`src/rtl/mips_fetch_pkg.sv`:
```
// Shared types for the MIPS fetch stage: FSM state encoding and queue entry layout.
// No logic; types and constants only.
// Imported by fetch_queue and instruction_fetch_unit.
package mips_fetch_pkg;

  localparam logic [31:0] RESET_PC_DEFAULT = 32'h0000_0000;

  typedef enum logic [1:0] {
    IDLE    = 2'd0,
    BUSY    = 2'd1,
    DISCARD = 2'd2
  } fetch_state_t;

  typedef struct packed {
    logic [31:0] pc;
    logic [31:0] instr;
  } fetch_entry_t;

endpackage

```
`src/rtl/fetch_queue.sv`:
```
// Synchronous FIFO of fetched {pc, instr} entries with flush.
// Latency: a push is visible at the head on the cycle after the write edge (no bypass).
// Backpressure: no full flag; the producer must not push when count_o == DEPTH. Pop on empty is ignored.
module fetch_queue
  import mips_fetch_pkg::*;
#(
  parameter int DEPTH = 4
) (
  input  logic                     clk,
  input  logic                     reset,
  input  logic                     push_i,
  input  fetch_entry_t             push_entry_i,
  input  logic                     pop_i,
  input  logic                     flush_i,
  output fetch_entry_t             head_o,
  output logic [$clog2(DEPTH):0]   count_o
);

  localparam int PW = $clog2(DEPTH);
  localparam int CW = PW + 1;

  fetch_entry_t    mem_q [DEPTH];
  logic [PW-1:0]   wr_ptr_q;
  logic [PW-1:0]   rd_ptr_q;
  logic [CW-1:0]   count_q;
  logic            push_ok;
  logic            pop_ok;

  // Flush dominates: anything pushed or popped alongside a flush is discarded.
  assign push_ok = push_i && !flush_i;
  assign pop_ok  = pop_i && !flush_i && (count_q != '0);

  // Entry storage; contents past the valid window are don't-care, so no reset.
  always_ff @(posedge clk) begin
    if (push_ok) begin
      mem_q[wr_ptr_q] <= push_entry_i;
    end
  end

  // Pointer and occupancy tracking; pointers wrap naturally since DEPTH is a power of two.
  always_ff @(posedge clk or posedge reset) begin
    if (reset) begin
      wr_ptr_q <= '0;
      rd_ptr_q <= '0;
      count_q  <= '0;
    end else if (flush_i) begin
      wr_ptr_q <= '0;
      rd_ptr_q <= '0;
      count_q  <= '0;
    end else begin
      if (push_ok) wr_ptr_q <= wr_ptr_q + PW'(1);
      if (pop_ok)  rd_ptr_q <= rd_ptr_q + PW'(1);
      case ({push_ok, pop_ok})
        2'b10:   count_q <= count_q + CW'(1);
        2'b01:   count_q <= count_q - CW'(1);
        default: count_q <= count_q;
      endcase
    end
  end

  assign head_o  = mem_q[rd_ptr_q];
  assign count_o = count_q;

endmodule

```
`src/rtl/instruction_fetch_unit.sv`:
```
// MIPS fetch stage: owns fetch PC, issues single outstanding imem reads, queues {pc, instr} for decode.
// Latency: ack at edge n gives instr_valid in cycle n+1; zero-wait memory sustains one instr per cycle.
// Backpressure: stops issuing when the queue is full; instr_ready low holds the head; redirect flushes.
module instruction_fetch_unit
  import mips_fetch_pkg::*;
#(
  parameter logic [31:0] RESET_PC = RESET_PC_DEFAULT,
  parameter int          DEPTH    = 4
) (
  input  logic        clk,
  input  logic        reset,
  output logic        imem_req,
  output logic [31:0] imem_addr,
  input  logic        imem_ack,
  input  logic [31:0] imem_rdata,
  input  logic        redirect_valid,
  input  logic [31:0] redirect_pc,
  output logic        instr_valid,
  output logic [31:0] instr,
  output logic [31:0] instr_pc,
  input  logic        instr_ready
);

  localparam int             CW      = $clog2(DEPTH) + 1;
  localparam logic [CW-1:0]  DEPTH_C = CW'(DEPTH);

  fetch_state_t   state_q, state_d;
  logic [31:0]    fetch_pc_q, fetch_pc_d;
  logic [31:0]    addr_q, addr_d;

  logic           push;
  logic           pop;
  fetch_entry_t   push_entry;
  fetch_entry_t   head;
  logic [CW-1:0]  count;
  logic [CW-1:0]  count_post;
  logic [31:0]    redirect_pc_al;
  logic [31:0]    fetch_pc_inc;

  assign redirect_pc_al = redirect_pc & 32'hFFFF_FFFC;
  assign fetch_pc_inc   = fetch_pc_q + 32'd4;

  assign instr_valid = (count != '0);
  assign pop         = instr_valid && instr_ready;
  assign instr       = instr_valid ? head.instr : 32'h0;
  assign instr_pc    = instr_valid ? head.pc    : 32'h0;

  // Occupancy after this cycle's push and pop, used to decide whether to keep issuing.
  assign count_post = count + CW'(1) - CW'(pop);

  assign imem_req  = (state_q != IDLE);
  assign imem_addr = addr_q;

  // Fetch FSM: issue decision, transfer handling and redirect tracking.
  always_comb begin
    state_d    = state_q;
    fetch_pc_d = fetch_pc_q;
    addr_d     = addr_q;
    push       = 1'b0;
    push_entry = '{pc: addr_q, instr: imem_rdata};
    case (state_q)
      IDLE: begin
        if (redirect_valid) begin
          // Queue is flushed this cycle, so there is room to start at the new PC.
          fetch_pc_d = redirect_pc_al;
          addr_d     = redirect_pc_al;
          state_d    = BUSY;
        end else if (count < DEPTH_C) begin
          addr_d  = fetch_pc_q;
          state_d = BUSY;
        end
      end
      BUSY: begin
        if (redirect_valid) begin
          fetch_pc_d = redirect_pc_al;
          // Without an ack the request stays live with its old address until memory answers.
          state_d    = imem_ack ? IDLE : DISCARD;
        end else if (imem_ack) begin
          push       = 1'b1;
          fetch_pc_d = fetch_pc_inc;
          if (count_post < DEPTH_C) begin
            addr_d = fetch_pc_inc;
          end else begin
            state_d = IDLE;
          end
        end
      end
      DISCARD: begin
        if (redirect_valid) fetch_pc_d = redirect_pc_al;
        if (imem_ack)       state_d    = IDLE;
      end
      default: state_d = IDLE;
    endcase
  end

  // State, fetch PC and live request address registers.
  always_ff @(posedge clk or posedge reset) begin
    if (reset) begin
      state_q    <= IDLE;
      fetch_pc_q <= RESET_PC;
      addr_q     <= RESET_PC;
    end else begin
      state_q    <= state_d;
      fetch_pc_q <= fetch_pc_d;
      addr_q     <= addr_d;
    end
  end

  fetch_queue #(
    .DEPTH (DEPTH)
  ) u_queue (
    .clk          (clk),
    .reset        (reset),
    .push_i       (push),
    .push_entry_i (push_entry),
    .pop_i        (pop),
    .flush_i      (redirect_valid),
    .head_o       (head),
    .count_o      (count)
  );

endmodule

```
`config.mk`:
```
export PLATFORM = sky130hd
export DESIGN_NAME = instruction_fetch_unit
export DESIGN_NICKNAME = d
export VERILOG_FILES = /design/src/rtl/mips_fetch_pkg.sv /design/src/rtl/fetch_queue.sv /design/src/rtl/instruction_fetch_unit.sv
export SDC_FILE = /design/constraint.sdc
export NUM_CORES = 1
export LEC_CHECK = 0
export CORE_ASPECT_RATIO = 0.5
export CORE_MARGIN = 5
export CORE_UTILIZATION = 60
export CTS_BUF_LIST = sky130_fd_sc_hd__clkbuf_8 sky130_fd_sc_hd__clkbuf_16
export CTS_CLUSTER_SIZE = 14
export DETAILED_ROUTE_END_ITERATION = 7
export PLACE_DENSITY = 0.94
export SLEW_MARGIN = 20
export SYNTH_ARGS = -nofsm -noshare
export SYNTH_HDL_FRONTEND = slang
export SYNTH_HIERARCHICAL = 1
export SYNTH_SLANG_ARGS = --single-unit
```
`constraint.sdc`:
```
create_clock -name clk -period 5.2 [get_ports clk]
set_input_delay 0.52 -clock clk [delete_from_list [all_inputs] [get_ports clk]]
set_output_delay 0.52 -clock clk [all_outputs]
set_load 0.1 [all_outputs]
```
==> results.txt, run 1 <==
The flow ran to the end, and the final reports show no timing, DRC or antenna violations. Of the total power, combinational logic draws 0.362. The share of the Yosys chip area taken by registers is 0.6616. The part of the power in registers is 0.415. The cell row count is 39. The top-level I/O count is 167. The detailed placement HPWL is 21580 um.

The core footprint came out at 23080 um^2. The slowest stage of the critical path is the sky130_fd_sc_hd__clkdlybuf4s50_1 cell. For this block, the initial DRC count from the detailed router was 1495. The maximum clock rate is between 0.2 and 0.25 GHz. The die area is between 20000 and 30000 um^2. The peak per-stage delay on the critical path is 0.98 ns.

The detailed-route vias per instance is 6.632. The number of antenna violations at the first check in global routing is 0. The net count of the finished layout is between 1000 and 1500.

The number of fill cells is between 1000 and 1500. STA classifies the critical path startpoint as a register. Dividing the final minimum period by the clock period gives 0.7998. Once layout is complete, the utilization of the core stands at 0.7359. The relative max-transition margin came out at 0.2842.

The path type of the worst setup path is reg2out. The effective utilization at floorplan came out at 0.6181. The setup skew after layout came out at around 0.024 ns. The die span in y came out at 119.0 um. IR analysis of the VDD net gives a maximum drop of approximately 310 uV. The internal power summed over all cells is ~0.0053 W. The class of the tightest hold or removal check is in2async. The maximum count of clock buffers along a single path is 3.

After detailed routing, the average wire length per cell comes to 24.50 um. The final critical-path required period came out at 4.159 ns. Across every metal layer, demand over resource in global routing totals 0.2519. The number of setup buffers added after CTS is 0. For the worst setup path, the data arrival time is roughly 3.6 ns. Summing every instance area after synthesis gives between 10000 and 15000 um^2. The global-route congestion overflow total is 0. For this run, design rule violations remaining after detail routing come to 0. The quantity of I/O buffers inserted on ports is 164. The pin slew with the least headroom to its limit came out at around 1.1 ns. In this run the register-to-register setup slack is ~1.9 ns.

The number of failing setup endpoints in the final timing report is 0. The number of pins exceeding their max-slew limit in the final report came to 0. In this run the remaining antenna-violating nets after routing total 0. The post-detailed-routing wire length is 35090 um.

The synthesis-to-layout area growth is 19.05%. The gate count after technology mapping came out at ~970. The signal on the critical path passes through buf_4, mux4_2, and2_1, clkdlybuf4s50_1. The final count of hold timing violations is 0. The total of flip-flops plus latches after synthesis is 326. The last weighted congestion value of the routability-driven placer is 0.9438. The number of clock sinks came out at roughly 330.

Of the total power, the clock network draws 0.223. The first-pass GRT wire length came out at 54430 um. The root buffer cell chosen for the clock tree is sky130_fd_sc_hd__clkbuf_16.

The number of warnings reported in the yosys synthesis log is 6. In this run the number of H-tree levels came out at 1. The net switching component of the power came out at roughly 0.0038 W. In the final layout, the share of cells above drive strength 1 is 0.1191. The worst setup path is captured at an output pin. The total leakage power came out at about 5.7 nW.

Data on the critical path is required at its endpoint by 4.68 ns. The count of hold-fix buffers inserted at cts came out at 0. The largest net degree at the start of global routing came out at 67.

The post-cts repair resize count came out at 0. The share of flip-flops with an asynchronous set or reset after synthesis is 0.2147. The via count of the routed design came out at 9497. Buffers inserted during clock tree synthesis total 28. TritonCTS built the clock tree. The final-layout setup total negative slack came out at 0 ns. The via count of the first global-routing pass is 9412. Among all flip-flop cells after synthesis, the most frequent one is sky130_fd_sc_hd__edfxtp_1. The antenna cell count is 0. Measured along the x axis, the die boundary spans 228.1 um. The number of nets in the synthesized netlist is about 1000.

The number of library cell types mapped by synthesis is 64. The reported max-cap violation count came out at 0. Setup repair after global routing left no endpoint under its margin. The number of synthesized flops with an enable pin came out at 256.

The switching portion of total power is 0.4216. The largest fanout on the critical path is 37. The later-pin clock latency in the skew report is around 0.54 ns.

The power density over the cells came out at between 500 and 600 nW/um^2. The clock slew at the register clock pins of the worst setup and hold paths is 0.06 ns. The iteration count of the initial detailed-routing pass is 6. The mean instance size in the synthesized netlist is 14.75 um^2.
## cells in the final DEF, fill, tap and decap left out, drive strengths merged, types with 9 or more instances in the layout
cell type      instances
and2                  72
a31oi                 12
clkdlybuf4s50        164
a22o                  10
nand3                 20
nand2                 59
o21ai                 44
mux4                  64
edfxtp               256
buf                   13
xnor2                 11
mux2i                 10
clkbuf                31
o31ai                 12
nor3                   9
and3                  11
dfrtp                 70
inv                   28
nor2                  45
a21oi                 58
nand4                 17
a211oi                 9
## cells by family (layout without fill, tap and decap cells)
group,count (synthesis),in the layout,synth area share
AOI/OAI and AO/OA,197,197,0.08884
xor gates and xnor gates,14,14,0.008594
adders and majority gates,6,6,0.005788
buffers and inverters,83,241,0.02613
DFF,326,326,0.6616
muxes,75,75,0.1088
and+or+nand+nor,266,266,0.1002
## worst max-delay path: cells and delay by family (launching register included)
family,cells,cell delay (ns)
and+or+nand+nor,1,0.16
muxes,1,0.55
buffers and inverters,2,1.43
DFF,1,0.92
## area by class of cell
type | count | area, um^2 | area share
inverters | 12 | 45.04 | 0.002652
clock inverters | 21 | 136.4 | 0.008029
well taps | 307 | 384.1 | 0.02262
clock buffers | 31 | 753.2 | 0.04435
repair buffers | 177 | 1739 | 0.1024
multi-input cells | 558 | 4483 | 0.2639
flip-flops and latches | 326 | 9444 | 0.5560
## sequential cells by signal, summed over array words and instances (netlist names)
signal and count:
imem_addr 31, fetch_pc_q 30, u_queue/mem_q 256, u_queue/wr_ptr_q 2, u_queue/rd_ptr_q 2, u_queue/count_o 3, state_q 2
## Yosys cell counts, types with 3 or more instances
cell type                   count  share of area
sky130_fd_sc_hd__mux2i_1       10         0.0070
sky130_fd_sc_hd__nand2_1       59          0.016
sky130_fd_sc_hd__mux4_2        64           0.10
sky130_fd_sc_hd__nor4_1         3         0.0013
sky130_fd_sc_hd__o31ai_1       11         0.0058
sky130_fd_sc_hd__or4_1          4         0.0021
sky130_fd_sc_hd__and3_1        11         0.0048
sky130_fd_sc_hd__inv_1         10         0.0026
sky130_fd_sc_hd__nor2_1        45          0.012
sky130_fd_sc_hd__ha_1           5         0.0044
sky130_fd_sc_hd__nor3_1         7         0.0025
sky130_fd_sc_hd__or3_1          4         0.0018
sky130_fd_sc_hd__a2bb2oi_1      5         0.0031
sky130_fd_sc_hd__a22oi_1        4         0.0021
sky130_fd_sc_hd__o22a_1         4         0.0025
sky130_fd_sc_hd__nand2b_1       4         0.0018
sky130_fd_sc_hd__a22o_1        10         0.0061
sky130_fd_sc_hd__a31oi_1       12         0.0053
sky130_fd_sc_hd__o22ai_1        7         0.0031
sky130_fd_sc_hd__a21oi_1       58          0.020
sky130_fd_sc_hd__nor2b_1        5         0.0022
sky130_fd_sc_hd__buf_2         13         0.0046
sky130_fd_sc_hd__dfrtp_1       70           0.12
sky130_fd_sc_hd__o221ai_1       6         0.0037
sky130_fd_sc_hd__o21ai_0       41          0.014
sky130_fd_sc_hd__clkbuf_1      48          0.013
sky130_fd_sc_hd__a21o_1         7         0.0037
sky130_fd_sc_hd__nand4_1       16         0.0070
sky130_fd_sc_hd__xnor2_1       11         0.0068
sky130_fd_sc_hd__buf_1          3        0.00079
sky130_fd_sc_hd__and4_1         7         0.0043
sky130_fd_sc_hd__o2bb2ai_1      4         0.0025
sky130_fd_sc_hd__nand3_1       20         0.0070
sky130_fd_sc_hd__and2_1        72          0.032
sky130_fd_sc_hd__buf_6          5         0.0039
sky130_fd_sc_hd__xor2_1         3         0.0018
sky130_fd_sc_hd__edfxtp_1     256           0.54
sky130_fd_sc_hd__a211oi_1       9         0.0047
## path summary, 6_finish.rpt
kind	from	endpoint	cells past startpoint
min reg2reg	imem_addr[15]	u_queue/mem_q[0][47]	0
max reg2reg	u_queue/count_o[2]	u_queue/count_o[2]	8
min	reset	u_queue/count_o[0]	2
min in group clk	imem_addr[15]	u_queue/mem_q[0][47]	0
max	u_queue/rd_ptr_q[0]	instr_pc[9]	4
max in group asynchronous	reset	imem_addr[13]	3
## through the flow
step / worst slack [ns] / hold WS (ns) / total power [W] / instance area, um^2 / std cells
2_1_floorplan: 1.931 / 0.3234 / 0.006110 / 14270 / 967
3_3_place_gp: 1.584 / 0.5245 / 0.006873 / 16090 / 1380
3_5_place_dp: 1.562 / 0.5352 / 0.007034 / 16090 / 1380
4_1_cts: 0.9574 / 0.2865 / 0.009065 / 16980 / 1432
5_1_grt: 0.8192 / 0.3087 / 0.009419 / 16990 / 1432
6_report: 1.041 / 0.2824 / 0.009109 / 16990 / 1432
## metal layers
layer	vias up	part of all wire	wire length (um)	GRT usage
li1	4029	-	-	-
met1	4717	0.38	13170	0.3320
met2	636	0.51	17750	0.4363
met3	115	0.080	2809	0.04184
met4	0	0.039	1359	0.08532
met5	-	0	0	0
## power groups by stage
stage / Clock, W / Combinational [W] / Sequential, W
after detailed placement: 0 / 0.00324 / 0.00379
after CTS: 0.00205 / 0.00327 / 0.00375
after floorplan: 0 / 0.00169 / 0.00442
after global placement: 0 / 0.00314 / 0.00373
after global routing: 0.00217 / 0.00343 / 0.00382
final: 0.00203 / 0.00330 / 0.00378
No activity file was read; power rests on OpenSTA's default activity.
==> run 2: changes to the inputs <==
Settings changed: CORE_UTILIZATION 60 to 51, PLACE_DENSITY 0.94 to 0.86.
Clock period 5.2 ns to 3.6 ns, I/O delays scaled along.
==> run 2 against run 1 <==
  * Via count is 2.4% lower
  * Register-to-register slack got worse by 1.2 ns
  * Sequential share of layout area down 0.53 points
  * Core utilization fell by 12 points
  * Final cell count increased by 6.1%
  * Clock power rose by 45%
  * Non-clock buffer count up 11
  * Sequential power rose by 44%
  * Die area up 16%
  * Critical endpoint is now instr_pc[31]
  * Largest power group unchanged
==> results.txt, run 2 (synthesis gave the netlist of run 1 again) <==
The number of nets in the finished design came out at about 1200. The CTS H-tree depth is 1. The critical path required time is between 3 and 4 ns.

The final design instance area without fill is roughly 17000 um^2. The final critical-path required period is 3.068 ns. The first routing iteration left 1015 violations.

In this run the register-to-register setup slack is ~0.7 ns. The number of pins exceeding their max-slew limit in the final report came to 0. The critical path is of the reg2out type. The top-level I/O count came out at roughly 170. The routed wire length per instance came out at about 24 um. The power density over the cells came out at 766.2 nW/um^2. The post-placement cell area came out at between 15000 and 20000 um^2. For this block, wires on met1 add up to 13310 um.

The number of placed instances, taps included, is around 1500. The die area came out at approximately 32000 um^2. The core footprint is approximately 28000 um^2. The synthesis-to-layout area growth is 20.20%. The detailed placement HPWL is about 22000 um.

The residual antenna-violating net count after detailed routing came out at 0. For this block, the routed nets add up to 35770 um of wire. The flow ran to the end, and the final reports show no timing, DRC or antenna violations. The detailed-route vias per instance came out at slightly above 6.

The largest vdd supply drop came out at 487.1 uV. Detailed routing placed a total of around 2500 um of wire on met3. The critical path arrival came out at approximately 2.7 ns. The final standard cell count with taps included and fillers excluded came out at roughly 1500. The last weighted congestion value of the routability-driven placer came out at between 0.9 and 1. Detailed routing placed a total of 18750 um of wire on met2. The quantity of I/O buffers inserted on ports came out at 164. The number of flip-flops in the largest register is around 260. The first-pass GRT wire length is approximately 55000 um. The clock slew at the register clock pins of the worst setup and hold paths is ~0.07 ns.

The global-route congestion overflow total came out at 0. The root buffer cell chosen for the clock tree is sky130_fd_sc_hd__clkbuf_16. The effective utilization at floorplan came out at 0.5159. Post-CTS timing repair inserted 0 buffers for setup.

The final count of hold timing violations came out at 0. In the routed design, unresolved DRC markers number 0. The first TritonRoute pass finished after 6 iterations. The post-cts repair resize count is 0. The clock net in this run drives a total of about 330 sinks. The largest net degree at the start of global routing is 66. Ranked by flip-flop count, first place goes to u_queue/mem_q. The relative max-transition margin came out at 0.2752.

The maximum count of clock buffers along a single path is 3. The total leakage power is around 6 nW. The overall die width is roughly 250 um. TritonCTS built the clock tree. The largest fanout on the critical path is 29. The cell row count came out at 43.

Leaving out fill and tap cells, the most frequent cell in the layout is sky130_fd_sc_hd__edfxtp_1. The count of hold-fix buffers inserted at cts is 0. Dividing the final minimum period by the clock period gives 0.8522. The worst register-to-register path begins at u_queue/count_o[2]. The tightest min-delay check is of the in2async type.

The total CTS buffers is 29. The global router's overall resource usage came out at 0.2228. The share of cells above drive strength 1 is 0.1865. The setup skew after layout is 0.007388 ns. The kind of start point of the critical path is a register. The kind of capture point of the worst setup path is an output pin.

Signal routing reaches up to met4. The critical path starts at u_queue/rd_ptr_q[0]. The number of antenna violations at the first check in global routing came out at 1. Setup repair after global routing left no endpoint under its margin. The final-layout setup total negative slack came out at 0 ns. Measured along the y axis, the die boundary spans 128.3 um.

For the worst-skew pair, the clock arrives at the later sink with an insertion delay of roughly 0.56 ns. The number of fill cells is 1924. The top cell types in the final layout, fill and taps aside, are sky130_fd_sc_hd__edfxtp_1, sky130_fd_sc_hd__clkdlybuf4s50_1, sky130_fd_sc_hd__buf_4, sky130_fd_sc_hd__and2_1, sky130_fd_sc_hd__dfrtp_1. The number of failing setup endpoints in the final timing report came out at 0.

The via count of the routed design is between 9000 and 10000. The pin slew with the least headroom to its limit came out at ~1.1 ns. Across the run, the number of max-cap violations was 0. Based on the critical path, the design can be clocked at up to ~0.33 GHz. The via count of the first global-routing pass was just over 9000.
## run 2: routing by layer
layer / vias up / track usage
met5: - / 0
met4: 0 / 0.07866
met3: 81 / 0.03500
met2: 478 / 0.3968
met1: 4664 / 0.2813
li1: 4048 / -
## run 2: final cells by class
class	count	area [um^2]	area share
antenna	1	2.502	0.0001459
clock buffer	29	725.7	0.04232
clock inverter	24	165.2	0.009631
inverter	12	45.04	0.002627
multi-input combinational	558	4479	0.2612
sequential	326	9444	0.5507
tap	382	478.0	0.02787
timing repair buffer	188	1809	0.1055
## run 2: path summary, 6_finish.rpt
check	endpoint	cells after the start
worst max-delay path	instr_pc[31]	4
worst min-delay path	u_queue/count_o[2]	2
worst max register to register	u_queue/count_o[2]	8
worst min register to register	u_queue/mem_q[1][48]	0
max in group asynchronous	fetch_pc_q[11]	3
min in group clk	u_queue/mem_q[1][17]	1
## run 2: where the power goes
part,switching [W],internal [W],total [W]
clock network,0.00134,0.00161,0.00295
logic,0.00345,0.00128,0.00473
registers,0.000764,0.00470,0.00546
total,0.00555,0.00758,0.0131
## run 2: per-stage QoR
stage / utilization / worst slack, ns / power, W / hold WS (ns)
after floorplan: - / 0.3309 / 0.008826 / 0.1634
after global placement: 0.5878 / 0.7127 / 0.009992 / 0.5190
after detailed placement: 0.5878 / 0.6157 / 0.01016 / 0.5319
after CTS: 0.6200 / 0.4749 / 0.01311 / 0.1059
after global routing: 0.6201 / 0.3577 / 0.01364 / 0.1442
final: 0.6201 / 0.5321 / 0.01314 / 0.1330
## run 2: critical path, stage by stage, from the launching register on
cell                      delay, ns
sky130_fd_sc_hd__dfrtp_4       0.82
sky130_fd_sc_hd__buf_4         0.36
sky130_fd_sc_hd__mux4_2        0.53
sky130_fd_sc_hd__and2_1        0.17
sky130_fd_sc_hd__buf_4         0.23
